`src/rtl/decoder_2_to_4_seq_pkg.sv`:
```
// Shared types for the sequenced 2-to-4 decoder: FSM state encoding and
// the one-entry input buffer layout.
package decoder_2_to_4_seq_pkg;

    typedef enum logic [1:0] {
        IDLE = 2'd0,
        HOLD = 2'd1,
        GAP  = 2'd2
    } state_e;

    typedef struct packed {
        logic       full;
        logic [1:0] code;
    } code_buf_t;

endpackage

```
`src/rtl/decoder_2_to_4_seq_decode.sv`:
```
// Combinational 2-to-4 one-hot decoder with an active-high enable.
module decode_2_to_4 (
    input  logic A,
    input  logic B,
    input  logic en,
    output logic Y0,
    output logic Y1,
    output logic Y2,
    output logic Y3
);

    assign Y0 = en && !A && !B;
    assign Y1 = en && !A &&  B;
    assign Y2 = en &&  A && !B;
    assign Y3 = en &&  A &&  B;

endmodule

```
`src/rtl/decoder_2_to_4_seq.sv`:
```
// Sequenced 2-to-4 decoder: buffers one (A,B) code and stretches it into a
// HOLD_CYCLES-wide one-hot pulse followed by GAP_CYCLES of all-zero output.
module decoder_2_to_4_seq
    import decoder_2_to_4_seq_pkg::*;
#(
    parameter int HOLD_CYCLES = 4,
    parameter int GAP_CYCLES  = 1,
    parameter int CNT_W       = 8
) (
    input  logic clk,
    input  logic rst_n,
    input  logic in_valid,
    output logic in_ready,
    input  logic A,
    input  logic B,
    input  logic en,
    output logic Y0,
    output logic Y1,
    output logic Y2,
    output logic Y3,
    output logic busy
);

    localparam int              CNT_MAX = (1 << CNT_W) - 1;
    localparam logic [CNT_W-1:0] HOLD_LD = CNT_W'(HOLD_CYCLES - 1);
    localparam logic [CNT_W-1:0] GAP_LD  = CNT_W'(GAP_CYCLES - 1);

    if (HOLD_CYCLES < 1 || HOLD_CYCLES > CNT_MAX) begin : g_bad_hold
        $error("decoder_2_to_4_seq: HOLD_CYCLES out of range");
    end
    if (GAP_CYCLES < 0 || GAP_CYCLES > CNT_MAX) begin : g_bad_gap
        $error("decoder_2_to_4_seq: GAP_CYCLES out of range");
    end

    state_e           state;
    logic [CNT_W-1:0] cnt;
    logic [1:0]       active_code;
    code_buf_t        cbuf;
    logic             push;
    logic             pop;
    logic             cnt_done;

    assign cnt_done = (cnt == '0);
    assign push     = in_valid && !cbuf.full;
    // A pop needs a full buffer and a push an empty one, so they never coincide.
    assign pop      = en && cbuf.full &&
                      (state == IDLE ||
                       (cnt_done && (state == GAP || (state == HOLD && GAP_CYCLES == 0))));

    always_ff @(posedge clk or negedge rst_n) begin
        if (!rst_n) begin
            state       <= IDLE;
            cnt         <= '0;
            active_code <= '0;
            cbuf        <= '0;
        end else begin
            if (pop) begin
                cbuf.full <= 1'b0;
            end else if (push) begin
                cbuf.full <= 1'b1;
                cbuf.code <= {A, B};
            end

            if (pop) begin
                active_code <= cbuf.code;
                cnt         <= HOLD_LD;
                state       <= HOLD;
            end else if (en) begin
                case (state)
                    IDLE: ;
                    HOLD: begin
                        if (!cnt_done) begin
                            cnt <= cnt - 1'b1;
                        end else if (GAP_CYCLES > 0) begin
                            cnt   <= GAP_LD;
                            state <= GAP;
                        end else begin
                            state <= IDLE;
                        end
                    end
                    GAP: begin
                        if (!cnt_done) cnt <= cnt - 1'b1;
                        else           state <= IDLE;
                    end
                    default: state <= IDLE;
                endcase
            end
        end
    end

    assign in_ready = !cbuf.full;
    assign busy     = (state != IDLE) || cbuf.full;

    decode_2_to_4 u_decode (
        .A  (active_code[1]),
        .B  (active_code[0]),
        .en (en && (state == HOLD)),
        .Y0 (Y0),
        .Y1 (Y1),
        .Y2 (Y2),
        .Y3 (Y3)
    );

endmodule

```
`config.mk`:
```
export PLATFORM = sky130hd
export DESIGN_NAME = decoder_2_to_4_seq
export DESIGN_NICKNAME = d
export VERILOG_FILES = /design/src/rtl/decoder_2_to_4_seq_pkg.sv /design/src/rtl/decoder_2_to_4_seq_decode.sv /design/src/rtl/decoder_2_to_4_seq.sv
export SDC_FILE = /design/constraint.sdc
export NUM_CORES = 1
export LEC_CHECK = 0
export CAP_MARGIN = 25
export CORE_UTILIZATION = 50
export CTS_BUF_LIST = sky130_fd_sc_hd__clkbuf_4 sky130_fd_sc_hd__clkbuf_8
export DETAILED_ROUTE_END_ITERATION = 12
export GPL_TIMING_DRIVEN = 0
export PLACE_DENSITY = 0.74
export SLEW_MARGIN = 40
export SYNTH_ARGS = -nofsm -noshare
export SYNTH_HDL_FRONTEND = slang
export SYNTH_SLANG_ARGS = --single-unit
export TNS_END_PERCENT = 20
```
`constraint.sdc`:
```
create_clock -name clk -period 3 [get_ports clk]
set_input_delay 0.3 -clock clk [delete_from_list [all_inputs] [get_ports clk]]
set_output_delay 0.3 -clock clk [all_outputs]
set_load 0.02 [all_outputs]
```
==> qor.json, run 1 <==
{
  "result_of_the_run": {"value": "completed"},
  "compound_gate_fraction_of_synth_area": {"value": 22.4, "unit": "%"},
  "synthesis.yosys.warnings": {"value": 0},
  "critical_path.cell_chain": {"value": "clkbuf_1 -> or3_1 -> nor3_1 -> clkdlybuf4s50_1"},
  "gr-usage-all-layers": {"value": 20.0, "unit": "%"},
  "synth_sequential_area_ratio": {"value": 44.1, "unit": "%"},
  "drv_slew": {"value": 0},
  "p_leak": {"value": 0.000424, "unit": "uW"},
  "cell_type_of_the_slowest_stage_on_the_worst_timing_path": {"value": "sky130_fd_sc_hd__clkdlybuf4s50_1"},
  "design.portCount": {"value": 12},
  "route.detailed.wl_per_inst": {"value": 14.1, "unit": "um"},
  "crit-reg2reg-launch": {"value": "cnt[0]"},
  "final_layout_size_suffix_gt1_share": {"value": 14.0, "unit": "%"},
  "die_width": {"value": 43.3, "unit": "um"},
  "fin_worst_hold_slack": {"value": 0.420, "unit": "ns"},
  "dieHeight": {"value": 43.3, "unit": "um"},
  "finalWorstSetupSlack": {"value": 0.629, "unit": "ns"},
  "vias": {"value": 672},
  "synthesis.nets": {"value": 92},
  "start_util": {"value": 55.2, "unit": "%"},
  "path_class_of_the_lowest_slack_min_delay_path": {"value": "in2async"},
  "floorplan.die_area": {"value": 1870, "unit": "um2"},
  "post_drt_via_cell_ratio": {"value": 5.79},
  "finalWeightedCongestion": {"value": 0.828},
  "synth_top_cells_by_area": {"value": "sky130_fd_sc_hd__dfrtp_1 44%, sky130_fd_sc_hd__a22o_1 6.2%, sky130_fd_sc_hd__mux2_2 5.3%"},
  "critical_path_required": {"value": 2.70, "unit": "ns"},
  "timing_hold_violations_final": {"value": 0},
  "max_stage_delay": {"value": 0.63, "unit": "ns"},
  "drc": {"value": 0},
  "cts.clk_slew.worst_paths": {"value": 0.09, "unit": "ns"},
  "design_power_total": {"value": 846, "unit": "uW"},
  "peak_supply_drop": {"value": 0.000524, "unit": "V"},
  "totalNegativeSetupSlack": {"value": 0, "unit": "ns"},
  "wl_met2": {"value": 724, "unit": "um"},
  "post-synth-top-area-fraction": {"value": 44.1, "unit": "%"},
  "tritoncts": {"value": "built"},
  "regArea": {"value": 375, "unit": "um2"},
  "dominant_combinational_cell_family_by_area_after_synthesis": {"value": "compound AO/OA/AOI/OAI gates"},
  "synth_mux_area_share": {"value": 7.65, "unit": "%"},
  "worstMarginPinSlew": {"value": 0.667, "unit": "ns"},
  "placement_rows": {"value": 14},
  "yosys_register_bits": {"value": 15},
  "final_area": {"value": 1010, "unit": "um2"},
  "multi_input_area": {"value": 448, "unit": "um2"},
  "crit_fanout": {"value": 10},
  "met3RoutedLength": {"value": 33, "unit": "um"},
  "crit-reg2reg-capture": {"value": "cnt[6]"},
  "fin_nets": {"value": 108},
  "synth_xor_xnor_area_share": {"value": 0, "unit": "%"},
  "num_antenna_cells": {"value": 0},
  "via_count_of_the_first_global_routing_pass": {"value": 658},
  "pin_count_of_the_biggest_net_entering_global_routing": {"value": 16},
  "syn-mean-instance-area": {"value": 10.0, "unit": "um2"},
  "clock_tree.htree_level_count": {"value": 1},
  "n_fill_cell": {"value": 136},
  "synth_simple_gate_area_share": {"value": 21.2, "unit": "%"},
  "wirelength": {"value": 1.64, "unit": "mm"},
  "logic_depth_of_the_worst_register_to_register_path": {"value": 7},
  "setup.worst_path.end_class": {"value": "primary output"},
  "gr-total-overflow": {"value": 0},
  "max-cap-violations": {"value": 0},
  "drtAntennaViolNets": {"value": 0},
  "final.min_clock_period": {"value": 2.37, "unit": "ns"},
  "ys_async_sr_fraction": {"value": 100, "unit": "%"},
  "worst-r2r-setup-slack": {"value": 1.05, "unit": "ns"},
  "cts_made_buffers": {"value": 3},
  "timing.final.setup_violations": {"value": 0},
  "detailed_place_hpwl": {"value": 1.21, "unit": "mm"},
  "wl_met1": {"value": 866, "unit": "um"},
  "synth_cell_types": {"value": 31},
  "area_post_placement": {"value": 981, "unit": "um2"},
  "dr.max_layer_used": {"value": "met4"},
  "cts_hold_repair.buffers": {"value": 0},
  "cellPowerDensity": {"value": 837, "unit": "nW/um2"},
  "syn_area": {"value": 851, "unit": "um2"},
  "syn-instance-count": {"value": 85},
  "yosysTopAreaCell": {"value": "sky130_fd_sc_hd__dfrtp_1"},
  "cts_max_path_buffers": {"value": 2},
  "detailedRoute.firstIterationViolations": {"value": 21},
  "worstSetupPathType": {"value": "reg2out"},
  "timing.critical_path.from_type": {"value": "flop"},
  "clock_tree.root_cell": {"value": "sky130_fd_sc_hd__clkbuf_4"},
  "max_freq": {"value": 422, "unit": "MHz"},
  "firstDrtPassIters": {"value": 4},
  "worst_relative_slew_slack": {"value": 55.4, "unit": "%"},
  "core_region_area": {"value": 1540, "unit": "um2"},
  "post_cts_buffers": {"value": 0},
  "dominantRegCellSynth": {"value": "sky130_fd_sc_hd__dfrtp_1"},
  "sinks_on_clock_net": {"value": 15},
  "crit_share_post_route": {"value": 79.0, "unit": "%"},
  "critPathArrivalTime": {"value": 2.07, "unit": "ns"},
  "synthAdderAreaFrac": {"value": 1.47, "unit": "%"},
  "setup_repair_after_global_routing_missed_its_margin": {"value": "false"},
  "area.growth.synth_to_final": {"value": 18.8, "unit": "%"},
  "fin_worst_skew": {"value": 0.00296, "unit": "ns"},
  "antenna_violations_before_repair": {"value": 0},
  "number_of_buffers_inserted_by_port_buffering": {"value": 11},
  "worst_skew_pair.late_latency": {"value": 0.28, "unit": "ns"},
  "number_of_synthesized_flops_with_an_enable_pin": {"value": 0},
  "post_cts_resize_count": {"value": 0},
  "place_ws": {"value": 0.657, "unit": "ns"},
  "grt_pass1_wl": {"value": 2.79, "unit": "mm"}
}
[synthesized netlist by cell type, types with 2 or more instances]
| master | instances |
|---|---|
| sky130_fd_sc_hd__dfrtp_1 | 15 |
| sky130_fd_sc_hd__a22o_1 | 6 |
| sky130_fd_sc_hd__nor3_1 | 6 |
| sky130_fd_sc_hd__inv_1 | 5 |
| sky130_fd_sc_hd__mux2_2 | 4 |
| sky130_fd_sc_hd__nor2_1 | 4 |
| sky130_fd_sc_hd__o21ai_0 | 4 |
| sky130_fd_sc_hd__o21ai_1 | 4 |
| sky130_fd_sc_hd__nand2_1 | 3 |
| sky130_fd_sc_hd__nand3_1 | 3 |
| sky130_fd_sc_hd__nor2b_1 | 3 |
| sky130_fd_sc_hd__o21a_1 | 3 |
| sky130_fd_sc_hd__a21o_1 | 2 |
| sky130_fd_sc_hd__and2_1 | 2 |
| sky130_fd_sc_hd__mux2i_1 | 2 |
| sky130_fd_sc_hd__nand2b_1 | 2 |
| sky130_fd_sc_hd__o211ai_1 | 2 |
| sky130_fd_sc_hd__or3_1 | 2 |
[final cells by class]
class                           instances  area share, %
Inverter                                5           1.86
Buffer                                  2          0.866
Timing Repair Buffer                   11           10.9
Multi-Input combinational cell         63           44.3
Tap cell                               16           1.98
Sequential cell                        15           37.1
Clock buffer                            4           2.97
[per-layer routing]
layer,vias to the layer above,GRT usage (%)
met5,-,0
met4,0,7.27
met3,2,2.55
met2,8,31.3
met1,321,28.2
li1,341,-
[cells in the final DEF (no fill, tap or decap), types with 2 or more instances in the layout]
cell	count
sky130_fd_sc_hd__and2_1	2
sky130_fd_sc_hd__or3_1	2
sky130_fd_sc_hd__nand2_1	3
sky130_fd_sc_hd__o211ai_1	2
sky130_fd_sc_hd__a22o_1	6
sky130_fd_sc_hd__nand3_1	3
sky130_fd_sc_hd__nand2b_1	2
sky130_fd_sc_hd__dfrtp_1	15
sky130_fd_sc_hd__nor2_1	4
sky130_fd_sc_hd__o21ai_0	4
sky130_fd_sc_hd__o21a_1	3
sky130_fd_sc_hd__a21o_1	2
sky130_fd_sc_hd__o21ai_1	4
sky130_fd_sc_hd__nor3_1	6
sky130_fd_sc_hd__mux2i_1	2
sky130_fd_sc_hd__clkdlybuf4s50_1	11
sky130_fd_sc_hd__mux2_2	4
sky130_fd_sc_hd__clkbuf_4	4
sky130_fd_sc_hd__nor2b_1	3
sky130_fd_sc_hd__inv_1	5
[registers in the layout (all words and copies together) (netlist names)]
name,count
cbuf,3
state,2
cnt,8
active_code,2
[critical path, delay by kind of cell, from the launching register on]
| family | cells | cell delay (ns) |
|---|---|---|
| buf+inv | 2 | 0.85 |
| simple gates | 2 | 0.58 |
| flops | 1 | 0.36 |
[power by group]
group          internal (uW)  total (uW)  switching, uW
logic                    179         344            165
clock network           60.6         124           63.4
registers                285         378           93.0
[per-stage QoR]
step           cells  util, %
2_1_floorplan     85        -
3_3_place_gp     112     63.6
3_5_place_dp     112     63.6
4_1_cts          116     65.6
5_1_grt          116     65.6
6_report         116     65.6
[worst max path at each step]
stage / startpoint / to
after floorplan: cnt[0] / cnt[6]
after global placement: en / Y0
after detailed placement: en / Y0
after CTS: state[1] / Y0
after global routing: state[1] / Y0
final: state[1] / Y0
[kinds of logic after synthesis]
kind of cell | after synthesis
AND/OR/NAND/NOR | 31
AO/OA/AOI/OAI | 25
flip-flops | 15
buffers and inverters | 7
multiplexers | 6
adder cells (fa/ha/maj) | 1
(Power assumes the default switching activity.)
==> run 2: changes to the inputs <==
- PLACE_DENSITY: 0.74 -> 0.77
- clock period: 3 -> 2 ns (I/O delays scaled with it)
==> qor.json, run 2 (synthesized netlist as in run 1, its figures left out) <==
{
  "result_of_the_run": {"value": "completed", "change": "unchanged"},
  "floorplan.die_area": {"value": 1870, "unit": "um2", "change": "unchanged"},
  "fin_util": {"value": 65.7, "unit": "%", "change": "was 65.6%"},
  "firstDrtPassIters": {"value": 4, "change": "unchanged"},
  "crit_fanout": {"value": 6, "change": "was 10"},
  "multi_input_area": {"value": 459, "unit": "um2", "change": "was 448 um2"},
  "timing.final.setup_violations": {"value": 0, "change": "unchanged"},
  "regArea": {"value": 377, "unit": "um2", "change": "was 375 um2"},
  "number_of_buffers_inserted_by_port_buffering": {"value": 11, "change": "unchanged"},
  "gr-usage-all-layers": {"value": 18.6, "unit": "%", "change": "was 20.0%"},
  "setup_repair_after_global_routing_missed_its_margin": {"value": "false", "change": "unchanged"},
  "worstMarginPinSlew": {"value": 0.666, "unit": "ns", "change": "was 0.667 ns"},
  "largest_registers": {"value": "cnt: 8 flops, cbuf: 3 flops", "change": "unchanged"},
  "finalWorstSetupSlack": {"value": 0.106, "unit": "ns", "change": "was 0.629 ns"},
  "post_drt_via_cell_ratio": {"value": 5.70, "change": "was 5.79"},
  "mostFrequentLayoutCells": {"value": "14 x sky130_fd_sc_hd__dfrtp_1, 6 x sky130_fd_sc_hd__a22o_1, 6 x sky130_fd_sc_hd__clkdlybuf4s50_1", "change": "was 15 x sky130_fd_sc_hd__dfrtp_1, 11 x sky130_fd_sc_hd__clkdlybuf4s50_1, 6 x sky130_fd_sc_hd__nor3_1, 6 x sky130_fd_sc_hd__a22o_1, 5 x sky130_fd_sc_hd__inv_1"},
  "start_util": {"value": 55.2, "unit": "%", "change": "unchanged"},
  "switching_power": {"value": 483, "unit": "uW", "change": "was 321 uW"},
  "drv_slew": {"value": 0, "change": "unchanged"},
  "detailedRoute.firstIterationViolations": {"value": 7, "change": "was 21"},
  "antenna_violations_before_repair": {"value": 0, "change": "unchanged"},
  "placement_rows": {"value": 14, "change": "unchanged"},
  "cts_max_path_buffers": {"value": 2, "change": "unchanged"},
  "num_antenna_cells": {"value": 0, "change": "unchanged"},
  "worst_skew_pair.late_latency": {"value": 0.27, "unit": "ns", "change": "was 0.28 ns"},
  "dieHeight": {"value": 43.3, "unit": "um", "change": "unchanged"},
  "cts_hold_repair.buffers": {"value": 0, "change": "unchanged"},
  "pin_count_of_the_biggest_net_entering_global_routing": {"value": 16, "change": "unchanged"},
  "crit-reg2reg-capture": {"value": "cnt[6]", "change": "unchanged"},
  "design.portCount": {"value": 12, "change": "unchanged"},
  "wirelength": {"value": 1.53, "unit": "mm", "change": "was 1.64 mm"},
  "die_width": {"value": 43.3, "unit": "um", "change": "unchanged"},
  "place_ws": {"value": -0.189, "unit": "ns", "change": "was 0.657 ns"},
  "route.detailed.wl_per_inst": {"value": 13.3, "unit": "um", "change": "was 14.1 um"},
  "critical_path.cell_chain": {"value": "clkdlybuf4s50_1 -> inv_1 -> or3_1 -> nor3_1 -> clkdlybuf4s15_1", "change": "was clkbuf_1 -> or3_1 -> nor3_1 -> clkdlybuf4s50_1"},
  "area_post_placement": {"value": 981, "unit": "um2", "change": "unchanged"},
  "finalWeightedCongestion": {"value": 0.831, "change": "was 0.828"},
  "cell_internal_pwr": {"value": 764, "unit": "uW", "change": "was 525 uW"},
  "totalNegativeSetupSlack": {"value": 0, "unit": "ns", "change": "unchanged"},
  "cell_type_of_the_slowest_stage_on_the_worst_timing_path": {"value": "sky130_fd_sc_hd__clkdlybuf4s50_1", "change": "unchanged"},
  "logic_depth_of_the_worst_register_to_register_path": {"value": 7, "change": "unchanged"},
  "worst_relative_slew_slack": {"value": 55.5, "unit": "%", "change": "was 55.4%"},
  "layout_commonest_cell": {"value": "sky130_fd_sc_hd__dfrtp_1", "change": "unchanged"},
  "largest_reg_flops": {"value": 8, "change": "unchanged"},
  "power_frac_seq": {"value": 46.4, "unit": "%", "change": "was 44.7%"},
  "via_count_of_the_first_global_routing_pass": {"value": 598, "change": "was 658"},
  "vias": {"value": 655, "change": "was 672"},
  "p_leak": {"value": 0.000433, "unit": "uW", "change": "was 0.000424 uW"},
  "gr-total-overflow": {"value": 0, "change": "unchanged"},
  "final.min_clock_period": {"value": 1.89, "unit": "ns"},
  "clock_tree.htree_level_count": {"value": 1, "change": "unchanged"},
  "drtAntennaViolNets": {"value": 0, "change": "unchanged"},
  "max_stage_delay": {"value": 0.57, "unit": "ns", "change": "was 0.63 ns"},
  "tritoncts": {"value": "built", "change": "unchanged"},
  "max_freq": {"value": 528, "unit": "MHz"},
  "fin_nets": {"value": 107, "change": "was 108"},
  "worst-r2r-setup-slack": {"value": 0.15, "unit": "ns", "change": "was 1.05 ns"},
  "crit-reg2reg-launch": {"value": "cnt[0]", "change": "unchanged"},
  "setup.worst_path.end_class": {"value": "primary output", "change": "unchanged"},
  "crit_share_post_route": {"value": 94.7, "unit": "%"},
  "detailed_place_hpwl": {"value": 1.18, "unit": "mm", "change": "was 1.21 mm"},
  "area.growth.synth_to_final": {"value": 19.0, "unit": "%", "change": "was 18.8%"},
  "largest_register": {"value": "cnt", "change": "unchanged"},
  "core_region_area": {"value": 1540, "unit": "um2", "change": "unchanged"},
  "drc": {"value": 0, "change": "unchanged"},
  "cts_made_buffers": {"value": 3, "change": "unchanged"},
  "pwr-share-comb": {"value": 39.6, "unit": "%", "change": "was 40.6%"},
  "peak_supply_drop": {"value": 0.000928, "unit": "V", "change": "was 0.000524 V"},
  "fin_worst_skew": {"value": 0.000715, "unit": "ns", "change": "was 0.00296 ns"},
  "critPathArrivalTime": {"value": 1.69, "unit": "ns", "change": "was 2.07 ns"},
  "critical_path_required": {"value": 1.80, "unit": "ns", "change": "was 2.70 ns"},
  "power.switching_fraction": {"value": 38.8, "unit": "%", "change": "was 37.9%"},
  "p_clk_share": {"value": 13.9, "unit": "%", "change": "was 14.7%"},
  "cellPowerDensity": {"value": 1230, "unit": "nW/um2", "change": "was 837 nW/um2"},
  "timing.critical_path.from_type": {"value": "input pin", "change": "was flop"},
  "max-cap-violations": {"value": 0, "change": "unchanged"},
  "timing_hold_violations_final": {"value": 0, "change": "unchanged"},
  "cts.clk_slew.worst_paths": {"value": 0.10, "unit": "ns", "change": "was 0.09 ns"},
  "grt_pass1_wl": {"value": 2.58, "unit": "mm", "change": "was 2.79 mm"},
  "final_layout_size_suffix_gt1_share": {"value": 16.2, "unit": "%", "change": "was 14.0%"},
  "n_fill_cell": {"value": 135, "change": "was 136"},
  "path_class_of_the_lowest_slack_min_delay_path": {"value": "in2async", "change": "unchanged"},
  "final_area": {"value": 1010, "unit": "um2", "change": "about the same"},
  "sinks_on_clock_net": {"value": 15, "change": "unchanged"},
  "clock_tree.root_cell": {"value": "sky130_fd_sc_hd__clkbuf_4", "change": "unchanged"},
  "worstSetupPathType": {"value": "in2out", "change": "was reg2out"}
}
[run 2: how the worst max path moves through the flow]
stage / from / endpoint / slack, ns / cells after the start
6_report: en / Y0 / 0.11 / 5
5_1_grt: state[0] / Y0 / 0.009 / 4
4_1_cts: state[1] / Y0 / -0.006 / 4
3_5_place_dp: en / Y0 / -0.19 / 5
3_3_place_gp: en / Y0 / -0.15 / 5
2_1_floorplan: cnt[0] / cnt[6] / 0.30 / 7
[run 2: power groups by stage]
stage | clock network [uW] | logic (uW) | registers [uW]
detailed placement | 0 | 513 | 572
global route | 194 | 549 | 603
finish | 174 | 495 | 579
floorplan | 0 | 387 | 539
global placement | 0 | 498 | 562
CTS | 178 | 501 | 565
[run 2: through the flow]
stage / total power (uW) / hold slack (ns) / instances
2_1_floorplan: 926 / -0.0956 / 85
4_1_cts: 1240 / 0.338 / 116
3_3_place_gp: 1060 / 0.489 / 112
3_5_place_dp: 1080 / 0.492 / 112
6_report: 1250 / 0.322 / 115
5_1_grt: 1350 / 0.376 / 115
[run 2: layout make-up]
cell class / instances / area share (%)
repair buffers: 11 / 10.4
flip-flops and latches: 15 / 37.2
multi-input cells: 63 / 45.4
well taps: 16 / 1.98
clock buffers: 3 / 2.22
clock inverters: 1 / 0.494
plain buffers: 1 / 0.494
inverters: 5 / 1.85
[run 2: layer usage]
layer | global-route usage [%] | vias up | wire, um
li1 | - | 343 | -
met1 | 26.6 | 298 | 775
met2 | 28.4 | 12 | 689
met3 | 3.83 | 2 | 49
met4 | 5.45 | 0 | 13
met5 | 0 | - | 0
[run 2: what timing repair did]
item,in CTS,in global routing
pin swaps,1,0
buffers inserted,0,0
hold endpoints to repair,0,0
endpoints found under the setup margin,5,7
gates resized for setup,6,3
cloned,0,0
[run 2: worst max-delay path, delay by kind of cell]
family | cells | cell delay, ns
buffers and inverters | 3 | 1.00
AND/OR/NAND/NOR | 2 | 0.49
